$ cat src/rtl/adc_value_monitor_pkg.sv
// Shared definitions for the ADC value monitor: register map, sizes and helpers.
package adc_value_monitor_pkg;

  localparam int unsigned NumCh = 32;
  localparam int unsigned DataW = 12;

  // Word addresses on the 16-bit Wishbone bus. _1 is the upper half-word, _0 the lower.
  localparam logic [15:0] REG_AVM_VALUE_BASE    = 16'h0000;
  localparam logic [15:0] REG_AVM_HI_BASE       = 16'h0020;
  localparam logic [15:0] REG_AVM_LO_BASE       = 16'h0040;
  localparam logic [15:0] REG_AVM_ALARM_OVER_1  = 16'h0060;
  localparam logic [15:0] REG_AVM_ALARM_OVER_0  = 16'h0061;
  localparam logic [15:0] REG_AVM_ALARM_UNDER_1 = 16'h0062;
  localparam logic [15:0] REG_AVM_ALARM_UNDER_0 = 16'h0063;
  localparam logic [15:0] REG_AVM_IRQ_MASK_1    = 16'h0064;
  localparam logic [15:0] REG_AVM_IRQ_MASK_0    = 16'h0065;
  localparam logic [15:0] REG_AVM_STATUS        = 16'h0066;

  // Coarse address region, decoded from adr[15:5].
  typedef enum logic [1:0] {
    RegionValue,
    RegionHi,
    RegionLo,
    RegionMisc
  } region_e;

  // Bits needed to hold values 0..n-1, never less than one.
  function automatic int unsigned log2_up(input int unsigned n);
    int unsigned r;
    r = 1;
    while ((32'd1 << r) < n) begin
      r++;
    end
    return r;
  endfunction

endpackage

$ cat src/rtl/avm_threshold_cmp.sv
// S1 compare for one sample: threshold test, debounce counter update and alarm direction.
module avm_threshold_cmp
  import adc_value_monitor_pkg::*;
#(
  parameter int unsigned FAULT_COUNT = 3,
  parameter int unsigned CntW        = 2
) (
  input  logic [DataW-1:0] result,
  input  logic [DataW-1:0] hi,
  input  logic [DataW-1:0] lo,
  input  logic [CntW-1:0]  cnt,
  output logic [CntW-1:0]  cnt_next,
  output logic             set_over,
  output logic             set_under
);

  localparam logic [CntW-1:0] CntMax = CntW'(FAULT_COUNT);

  logic over;
  logic under;

  // Over takes priority so an inverted window (lo > hi) never reports both directions.
  always_comb begin
    over      = result > hi;
    under     = !over && (result < lo);
    cnt_next  = '0;
    set_over  = 1'b0;
    set_under = 1'b0;
    if (over || under) begin
      cnt_next = (cnt >= CntMax) ? CntMax : cnt + CntW'(1);
      // Saturated count keeps re-arming the alarm for every further fault.
      if (cnt_next == CntMax) begin
        set_over  = over;
        set_under = under;
      end
    end
  end

endmodule

$ cat src/rtl/adc_value_monitor.sv
// Latest-value store, debounced threshold alarms and interrupt for 32 ADC channels.
module adc_value_monitor
  import adc_value_monitor_pkg::*;
#(
  parameter int unsigned      FAULT_COUNT = 3,
  parameter logic [DataW-1:0] DEFAULT_HI  = 12'hFFF,
  parameter logic [DataW-1:0] DEFAULT_LO  = 12'h000
) (
  input  logic             wb_clk_i,
  input  logic             wb_rst_i,
  input  logic             wb_stb_i,
  input  logic             wb_cyc_i,
  input  logic             wb_we_i,
  input  logic [15:0]      wb_adr_i,
  input  logic [15:0]      wb_dat_i,
  output logic [15:0]      wb_dat_o,
  output logic             wb_ack_o,
  input  logic             adc_strb,
  input  logic [4:0]       adc_channel,
  input  logic [DataW-1:0] adc_result,
  output logic             irq,
  output logic             alarm_any
);

  localparam int unsigned CntW = log2_up(FAULT_COUNT + 1);

  logic [DataW-1:0] values [NumCh];
  logic [DataW-1:0] hi     [NumCh];
  logic [DataW-1:0] lo     [NumCh];
  logic [CntW-1:0]  cnt    [NumCh];

  logic [31:0] alarm_over;
  logic [31:0] alarm_under;
  logic [31:0] irq_mask;
  logic [15:0] sample_count;

  logic             s1_valid;
  logic [4:0]       s1_ch;
  logic [DataW-1:0] s1_res;

  logic [CntW-1:0] cnt_next;
  logic            set_over;
  logic            set_under;

  region_e     region;
  logic [4:0]  adr_ch;
  logic        bus_acc;
  logic        bus_wr;
  logic        hi_wr;
  logic        lo_wr;
  logic        status_wr;
  logic [31:0] clr_over;
  logic [31:0] clr_under;
  logic [31:0] set_over_vec;
  logic [31:0] set_under_vec;
  logic [15:0] rdata;

  avm_threshold_cmp #(
    .FAULT_COUNT(FAULT_COUNT),
    .CntW       (CntW)
  ) u_cmp (
    .result   (s1_res),
    .hi       (hi[s1_ch]),
    .lo       (lo[s1_ch]),
    .cnt      (cnt[s1_ch]),
    .cnt_next (cnt_next),
    .set_over (set_over),
    .set_under(set_under)
  );

  // Bus decode: one access per ack, write strobes and W1C masks.
  always_comb begin
    adr_ch    = wb_adr_i[4:0];
    bus_acc   = wb_cyc_i && wb_stb_i && !wb_ack_o;
    bus_wr    = bus_acc && wb_we_i;
    region    = RegionMisc;
    if (wb_adr_i[15:5] == REG_AVM_VALUE_BASE[15:5]) region = RegionValue;
    else if (wb_adr_i[15:5] == REG_AVM_HI_BASE[15:5]) region = RegionHi;
    else if (wb_adr_i[15:5] == REG_AVM_LO_BASE[15:5]) region = RegionLo;
    hi_wr     = bus_wr && (region == RegionHi);
    lo_wr     = bus_wr && (region == RegionLo);
    status_wr = bus_wr && (wb_adr_i == REG_AVM_STATUS);
    clr_over  = '0;
    clr_under = '0;
    if (bus_wr && wb_adr_i == REG_AVM_ALARM_OVER_1)  clr_over[31:16]  = wb_dat_i;
    if (bus_wr && wb_adr_i == REG_AVM_ALARM_OVER_0)  clr_over[15:0]   = wb_dat_i;
    if (bus_wr && wb_adr_i == REG_AVM_ALARM_UNDER_1) clr_under[31:16] = wb_dat_i;
    if (bus_wr && wb_adr_i == REG_AVM_ALARM_UNDER_0) clr_under[15:0]  = wb_dat_i;
  end

  // Read mux over the current (pre-update) register contents.
  always_comb begin
    rdata = '0;
    unique case (region)
      RegionValue: rdata = {4'b0, values[adr_ch]};
      RegionHi:    rdata = {4'b0, hi[adr_ch]};
      RegionLo:    rdata = {4'b0, lo[adr_ch]};
      RegionMisc: begin
        case (wb_adr_i)
          REG_AVM_ALARM_OVER_1:  rdata = alarm_over[31:16];
          REG_AVM_ALARM_OVER_0:  rdata = alarm_over[15:0];
          REG_AVM_ALARM_UNDER_1: rdata = alarm_under[31:16];
          REG_AVM_ALARM_UNDER_0: rdata = alarm_under[15:0];
          REG_AVM_IRQ_MASK_1:    rdata = irq_mask[31:16];
          REG_AVM_IRQ_MASK_0:    rdata = irq_mask[15:0];
          REG_AVM_STATUS:        rdata = sample_count;
          default:               rdata = '0;
        endcase
      end
      default: rdata = '0;
    endcase
  end

  // Alarm set vectors from the sample currently in S1.
  always_comb begin
    set_over_vec  = '0;
    set_under_vec = '0;
    if (s1_valid) begin
      set_over_vec[s1_ch]  = set_over;
      set_under_vec[s1_ch] = set_under;
    end
  end

  // S0 -> S1 sample capture; reset discards any in-flight sample.
  always_ff @(posedge wb_clk_i) begin
    if (wb_rst_i) begin
      s1_valid <= 1'b0;
      s1_ch    <= '0;
      s1_res   <= '0;
    end else begin
      s1_valid <= adc_strb;
      s1_ch    <= adc_channel;
      s1_res   <= adc_result;
    end
  end

  // Per-channel storage. Later statements win: threshold writes and status writes clear
  // counters after the pipeline update, so the compare always uses the old threshold.
  always_ff @(posedge wb_clk_i) begin
    if (wb_rst_i) begin
      for (int i = 0; i < NumCh; i++) begin
        values[i] <= '0;
        hi[i]     <= DEFAULT_HI;
        lo[i]     <= DEFAULT_LO;
        cnt[i]    <= '0;
      end
      sample_count <= '0;
    end else begin
      if (s1_valid) begin
        values[s1_ch] <= s1_res;
        cnt[s1_ch]    <= cnt_next;
        sample_count  <= sample_count + 16'd1;
      end
      if (hi_wr) begin
        hi[adr_ch]  <= wb_dat_i[DataW-1:0];
        cnt[adr_ch] <= '0;
      end
      if (lo_wr) begin
        lo[adr_ch]  <= wb_dat_i[DataW-1:0];
        cnt[adr_ch] <= '0;
      end
      if (status_wr) begin
        for (int i = 0; i < NumCh; i++) cnt[i] <= '0;
      end
    end
  end

  // Sticky alarms: pipeline set beats W1C; a status write clears everything.
  always_ff @(posedge wb_clk_i) begin
    if (wb_rst_i) begin
      alarm_over  <= '0;
      alarm_under <= '0;
    end else if (status_wr) begin
      alarm_over  <= '0;
      alarm_under <= '0;
    end else begin
      alarm_over  <= (alarm_over & ~clr_over) | set_over_vec;
      alarm_under <= (alarm_under & ~clr_under) | set_under_vec;
    end
  end

  // Wishbone ack, registered read data, mask register and interrupt.
  always_ff @(posedge wb_clk_i) begin
    if (wb_rst_i) begin
      wb_ack_o <= 1'b0;
      wb_dat_o <= '0;
      irq_mask <= '0;
      irq      <= 1'b0;
    end else begin
      wb_ack_o <= wb_cyc_i && wb_stb_i && !wb_ack_o;
      if (bus_acc) wb_dat_o <= rdata;
      if (bus_wr && wb_adr_i == REG_AVM_IRQ_MASK_1) irq_mask[31:16] <= wb_dat_i;
      if (bus_wr && wb_adr_i == REG_AVM_IRQ_MASK_0) irq_mask[15:0]  <= wb_dat_i;
      irq <= |((alarm_over | alarm_under) & irq_mask);
    end
  end

  assign alarm_any = |(alarm_over | alarm_under);

endmodule

$ cat config.mk
export PLATFORM = sky130hd
export DESIGN_NAME = adc_value_monitor
export DESIGN_NICKNAME = d
export VERILOG_FILES = /design/src/rtl/adc_value_monitor_pkg.sv /design/src/rtl/avm_threshold_cmp.sv /design/src/rtl/adc_value_monitor.sv
export SDC_FILE = /design/constraint.sdc
export NUM_CORES = 2
export LEC_CHECK = 0
export CELL_PAD_IN_SITES_DETAIL_PLACEMENT = 0
export CELL_PAD_IN_SITES_GLOBAL_PLACEMENT = 1
export CORE_MARGIN = 2
export CORE_UTILIZATION = 45
export CTS_BUF_LIST = sky130_fd_sc_hd__clkbuf_2 sky130_fd_sc_hd__clkbuf_4 sky130_fd_sc_hd__clkbuf_8
export DETAILED_ROUTE_END_ITERATION = 7
export GPL_TIMING_DRIVEN = 0
export PLACE_DENSITY_LB_ADDON = 0.1
export SLEW_MARGIN = 20
export SYNTH_ARGS = -nofsm -noshare
export SYNTH_HDL_FRONTEND = slang
export SYNTH_HIERARCHICAL = 1
export SYNTH_SLANG_ARGS = --single-unit
$ cat constraint.sdc
create_clock -name wb_clk_i -period 13.6 [get_ports wb_clk_i]
set_input_delay 1.36 -clock wb_clk_i [delete_from_list [all_inputs] [get_ports wb_clk_i]]
set_output_delay 1.36 -clock wb_clk_i [all_outputs]
set_load 0.02 [all_outputs]
Yosys cells after proc, flatten, opt, wreduce, memory -nomap -nowiden:

Memory sizes are Yosys's and may differ from the RTL's. A register that Yosys moved wholly into a read port is not among the register bits.
Cells that the tools add are included.

* output and inout bits: 19
* word-level logic and storage cells: 317
* memory bits (read-only): 0
* bits in latches: 0
* bits of input ports: 55
* bits in writable memories: 1216
* memories kept: 4
* bits in registers: 148

Memories
* hi: words 32, width 12, read ports 2, clocked after memory_dff 1, write ports 32, line adc_value_monitor.sv:28 `logic [DataW-1:0] hi [NumCh];`
* lo: words 32, width 12, read ports 2, clocked after memory_dff 1, write ports 32, line adc_value_monitor.sv:29 `logic [DataW-1:0] lo [NumCh];`
* values: words 32, width 12, read ports 1, clocked after memory_dff 0, write ports 32, line adc_value_monitor.sv:27 `logic [DataW-1:0] values [NumCh];`
* cnt: words 32, width 2, read ports 1, clocked after memory_dff 1, write ports 32, line adc_value_monitor.sv:30 `logic [CntW-1:0] cnt [NumCh];`

* bitwise operators: 139
* magnitude comparators: 5
* eq/ne operators: 45
* multiply operators: 0
* reductions and logical operators: 27
* $add $sub $neg: 2
* multiplexer cells: 84
* shift operators: 0
* divide/modulo/power cells: 0

Operators by type and width (number)
* bitwise AND 32 bit: 5
* equality test 5 bit, second input constant: 32
* equality test 16 x 7 -> 1 bit, second input constant: 7
* case mux 16 bit (7 select lines): 1
* OR 32 bit: 3
* two-way mux 2 bit: 39
* bitwise AND 1 bit: 64
* two-way mux 16 bit: 4
* two-way mux 32 bit: 2
* NOT 32 bit: 2
* case mux 16 bit (4 select lines): 1
* OR reduction 32 bit: 2
* two-way mux 5 bit: 8
* two-way mux 12 bit: 3
* OR reduction 12 bit: 3
* OR 1 bit: 33
* NOT 1 bit: 32
* two-way mux 1 bit: 25
* adder 16 x 1 -> 16 bit, second input constant: 1
* logical AND 1 bit: 14
* greater-than comparator 12 bit: 1
* less-than comparator 12 bit: 1
* equality test 11 x 1 -> 1 bit, second input constant: 1
* equality test 11 x 2 -> 1 bit, second input constant: 1
* other kinds (12): 17

Depth between registers and ports, before layout:

* depth in word-level cells: 43
* mapped depth: 18
* depth with buffers taken out: 14

Hierarchy:

The synthesis kept the hierarchy.

Modules (own cells, without submodules)
* adc_value_monitor: area each 69116.3 sq um, times used 1, sequential area each 38837.2 sq um, cells an instance 5195
* avm_threshold_cmp: area each 624.3 sq um, times used 1, sequential area each 0.0 sq um, cells an instance 88

Worst setup path after synthesis:

No wires, ideal clock.

* kind: register to register
* start: reg s1_ch[0]
* end: mem cnt[28][1]
* required time: 13.530 ns
* data arrival time: 4.705 ns
* setup time: 0.070 ns
* period minus slack after synthesis: 4.775 ns
* buffers on the path: 5
* path slack: 8.825 ns
* stages on the path, launching flop included: 18
* cells stage by stage: dfxtp_1 > clkbuf_1 > clkbuf_1 > buf_1 > mux4_2 > mux4_2 > mux2_2 > inv_1 > ha_1 > a211o_1 > a31oi_1 > nor4_1 > or4_4 > a21oi_1 > clkbuf_1 > clkbuf_1 > nand4_1 > a21oi_1

RTL lines
* start: declaration: line adc_value_monitor.sv:38 `logic [4:0] s1_ch;`
* start signal: assignment: line adc_value_monitor.sv:132 `s1_ch <= adc_channel;`
* end: declaration: line adc_value_monitor.sv:30

==> results by group <==
Detailed routing
  • Post-Route WL: between 300000 and 400000 µm
  • Vias/cell: ~7
  • Routed len/inst: slightly below 50 µm
  • Antenna Nets Post-Route: 0
  • DR iter-0 viols: 11035
  • Pre-Repair DR Iteration Count: 6
  • # DRC: 0
  • Via count: between 50000 and 60000

Timing
  • Max-slew headroom: 0.0750
  • Final Hold Vio Count: 0
  • Fin crit share: 0.561
  • Post-Route Setup TNS: 0 ns
  • Unrepaired setup endpoints after global routing: false
  • Min cycle time layout: 7.63 ns
  • Worst-Margin Slew: 1.38 ns
  • Final setup vio count: 0
  • Fmax: ~130 MHz
  • PnR worst setup slack: around 6.0 ns
  • Worst Skew: 0.0697 ns
  • Slew Viols, Final: 0

Logic synthesis
  • Sequential area share after synthesis: 0.557
  • Main flop type after synthesis: edfxtp_1
  • Netlist cell types: between 70 and 80
  • Synth Cell Area: ~0.07 mm²
  • Register bit total from synthesis: 1364
  • Syn. warnings: 6
  • Synthesized Nets: 5362
  • Post-synth ARST share: 0
  • Post-Synthesis Cells: 5283
  • Synth Area per Inst: about 13 µm²
  • EDFF count, synth: ~1200

Pwr
  • Peak VDD IR: 0.0864 mV
  • Leak: 26.7 nW
  • Cell area power density: 123 mW/mm²

Finish
  • Area delta synth->final: 12.8%
  • Multi-input logic area: roughly 0.029 mm²
  • Storage element area: 0.0388 mm²
  • Number of filler cells placed in the layout: between 10000 and 15000
  • Final Core Density: 0.511
  • Final nets: 5697
  • Layout cells sized above 1: 0.226

Setup path
  • CP Capture Type: register
  • Setup crit start kind: register
  • CP Class: reg -> reg
  • R2R Setup Slk: 5.97 ns
  • Critical path data required time: 14.56 ns
  • Critical path arrival: 8.59 ns
  • Maximum fanout along the worst path: 10

GRT
  • Vias in the first global route: 51221
  • Global-route wire length before repair: approximately 490000 µm
  • Total global-route track usage: 0.481
  • Grt ovf: 0
  • Largest net degree at the start of global routing: 21
  • Antenna violations before repair: 64

Placed design
  • Pre-CTS setup slack: roughly 6.3 ns
  • Port Buffers: 57
  • Final Wtd Congestion: 1.06
  • HPWL after DPL: 286000 µm

Clocking
  • CTS sink count: 1364
  • Root Buffer: clkbuf_8
  • Max H-tree Level: 4
  • Setup repair bufs after CTS: 0
  • Clk pin slew, worst setup/hold paths: 0.06 ns
  • Cts bufs inserted: roughly 230
  • Clk buf depth: 3
  • TritonCTS clock tree: yes
  • Hold_buf cts: 0
  • Clk_lat worst skew: 1.09 ns
  • Post_cts resized: 0

Die
  • Die area: 0.158 mm²
  • Initial core utilization: 0.453
  • Die Span Y: approximately 400 µm
  • Row cnt: about 140
  • CORE AREA: 0.154 mm²
  • Die Wd: 398 µm
  • I/O pin cnt: 74

Run status
  • Outcome: finished, final reports clean

Flow run
  • MaxCap Viol Count: 0

Worst hold path
  • Hold Crit Class: reg -> reg
## stage by stage
| stage | std cells | total power, W | hold WS (ns) | instance area [µm²] |
|---|---|---|---|---|
| global placement | 7384 | 0.00580 | 0.442 | 72900 |
| floorplan | 5283 | 0.00522 | 0.439 | 69700 |
| global route | 7873 | 0.00978 | 0.478 | 78600 |
| detailed placement | 7426 | 0.00583 | 0.449 | 73900 |
| finish | 7902 | 0.00970 | 0.463 | 78700 |
| CTS | 7849 | 0.00957 | 0.465 | 78500 |
## cells in the mapped netlist (5+ instances only)
cell,count,area [µm²]
a2111oi_0,5,43.8
a211oi_1,9,67.6
a21o_1,16,120
a21oi_1,113,566
a221oi_1,23,201
a222oi_1,6,60.1
a22o_1,6,52.6
a22oi_1,136,1020
a311oi_1,13,114
a31o_2,5,43.8
a31oi_1,45,282
a32oi_1,5,43.8
and2_1,442,2770
and3_1,348,2180
buf_1,34,128
buf_2,75,375
buf_4,6,45.0
clkbuf_1,417,1570
dfxtp_1,212,4240
edfxtp_1,1152,34600
ha_1,24,300
inv_1,28,105
mux2_2,30,338
mux2i_1,112,1120
mux4_2,500,11300
nand2_1,278,1040
nand2b_1,14,87.6
nand3_1,152,761
nand3b_1,7,52.6
nand4_1,65,407
nor2_1,256,961
nor2b_1,34,213
nor3_1,44,220
nor4_1,34,213
nor4_2,7,87.6
o21ai_0,105,526
o22ai_1,34,213
or2_1,271,1700
or2_2,133,832
or3_1,7,43.8
xor2_1,9,78.8
## final timing paths
| check | startpoint | end | depth (start not counted) |
|---|---|---|---|
| setup / recovery | s1_ch[1] | cnt[16][0] | 15 |
| hold / removal | wb_dat_o[14] | wb_dat_o[14] | 2 |
| setup reg to reg | s1_ch[1] | cnt[16][0] | 15 |
| hold reg to reg | wb_dat_o[14] | wb_dat_o[14] | 2 |
## power breakdown
part	switching [W]	leakage, nW	internal [W]	total [W]
Combinational	0.000848	11.7	0.000300	0.00115
Clock	0.00194	2.45	0.00193	0.00388
Sequential	0.0000643	12.6	0.00461	0.00468
## critical path, stage by stage, from the launching register on
cell and delay [ns]:
dfxtp_1 0.81, buf_1 0.98, buf_1 0.97, mux4_2 0.47, mux4_2 0.59, mux2_2 0.30, inv_1 0.28, ha_1 0.30
a31oi_1 0.29, nor4_1 0.10, or4_4 0.56, a21oi_1 0.36, clkbuf_1 0.57, clkbuf_1 0.51, nand4_1 0.23, a21oi_1 0.19
## registers in the layout (all words and copies together), names as in the netlist, 5 cells and up
register and count:
sample_count 16, irq_mask 32, wb_dat_o 16, alarm_under 32, values 384, s1_ch 5, cnt 64, lo 384
alarm_over 32, hi 384, s1_res 12
## logic make-up after synthesis
logic type	Yosys count	share of synthesized area
AO/OA/AOI/OAI	551	0.0523
XOR/XNOR	12	0.00151
adder cells (fa/ha/maj)	24	0.00431
flip-flops	1364	0.557
AND/OR/NAND/NOR	2123	0.170
multiplexers	642	0.182
buffers and inverters	567	0.0325
## routing by layer
| metal | part of all wire | wire, µm | GRT usage |
|---|---|---|---|
| met5 | 0.00060 | 230 | 0 |
| met4 | 0.068 | 26200 | 0.278 |
| met3 | 0.16 | 62000 | 0.215 |
| met2 | 0.40 | 155000 | 0.647 |
| met1 | 0.37 | 141000 | 0.638 |
## final cells by class
cell class	instances	share of cell area
Multi-Input combinational cell	3352	0.366
Tap cell	2044	0.0325
Clock buffer	316	0.0495
Sequential cell	1364	0.494
Clock inverter	107	0.00935
Timing Repair Buffer	100	0.0167
Antenna cell	52	0.00165
Inverter	32	0.00153
Buffer	535	0.0287
## layout by cell type (no fill, tap or decap), drive strengths merged, types with 45 or more instances in the layout
master         instances
nand3                152
nand4                 65
nand2                278
nor3                  47
a21oi                113
o21ai                106
clkdlybuf4s50         57
buf                  160
dfxtp                212
diode                 52
or2                  404
a31oi                 45
a22oi                136
and3                 348
nor2                 259
clkinv                92
clkbuf               734
edfxtp              1152
mux2i                112
and2                 444
mux4                 500
Power figures use the tool's default switching activity.
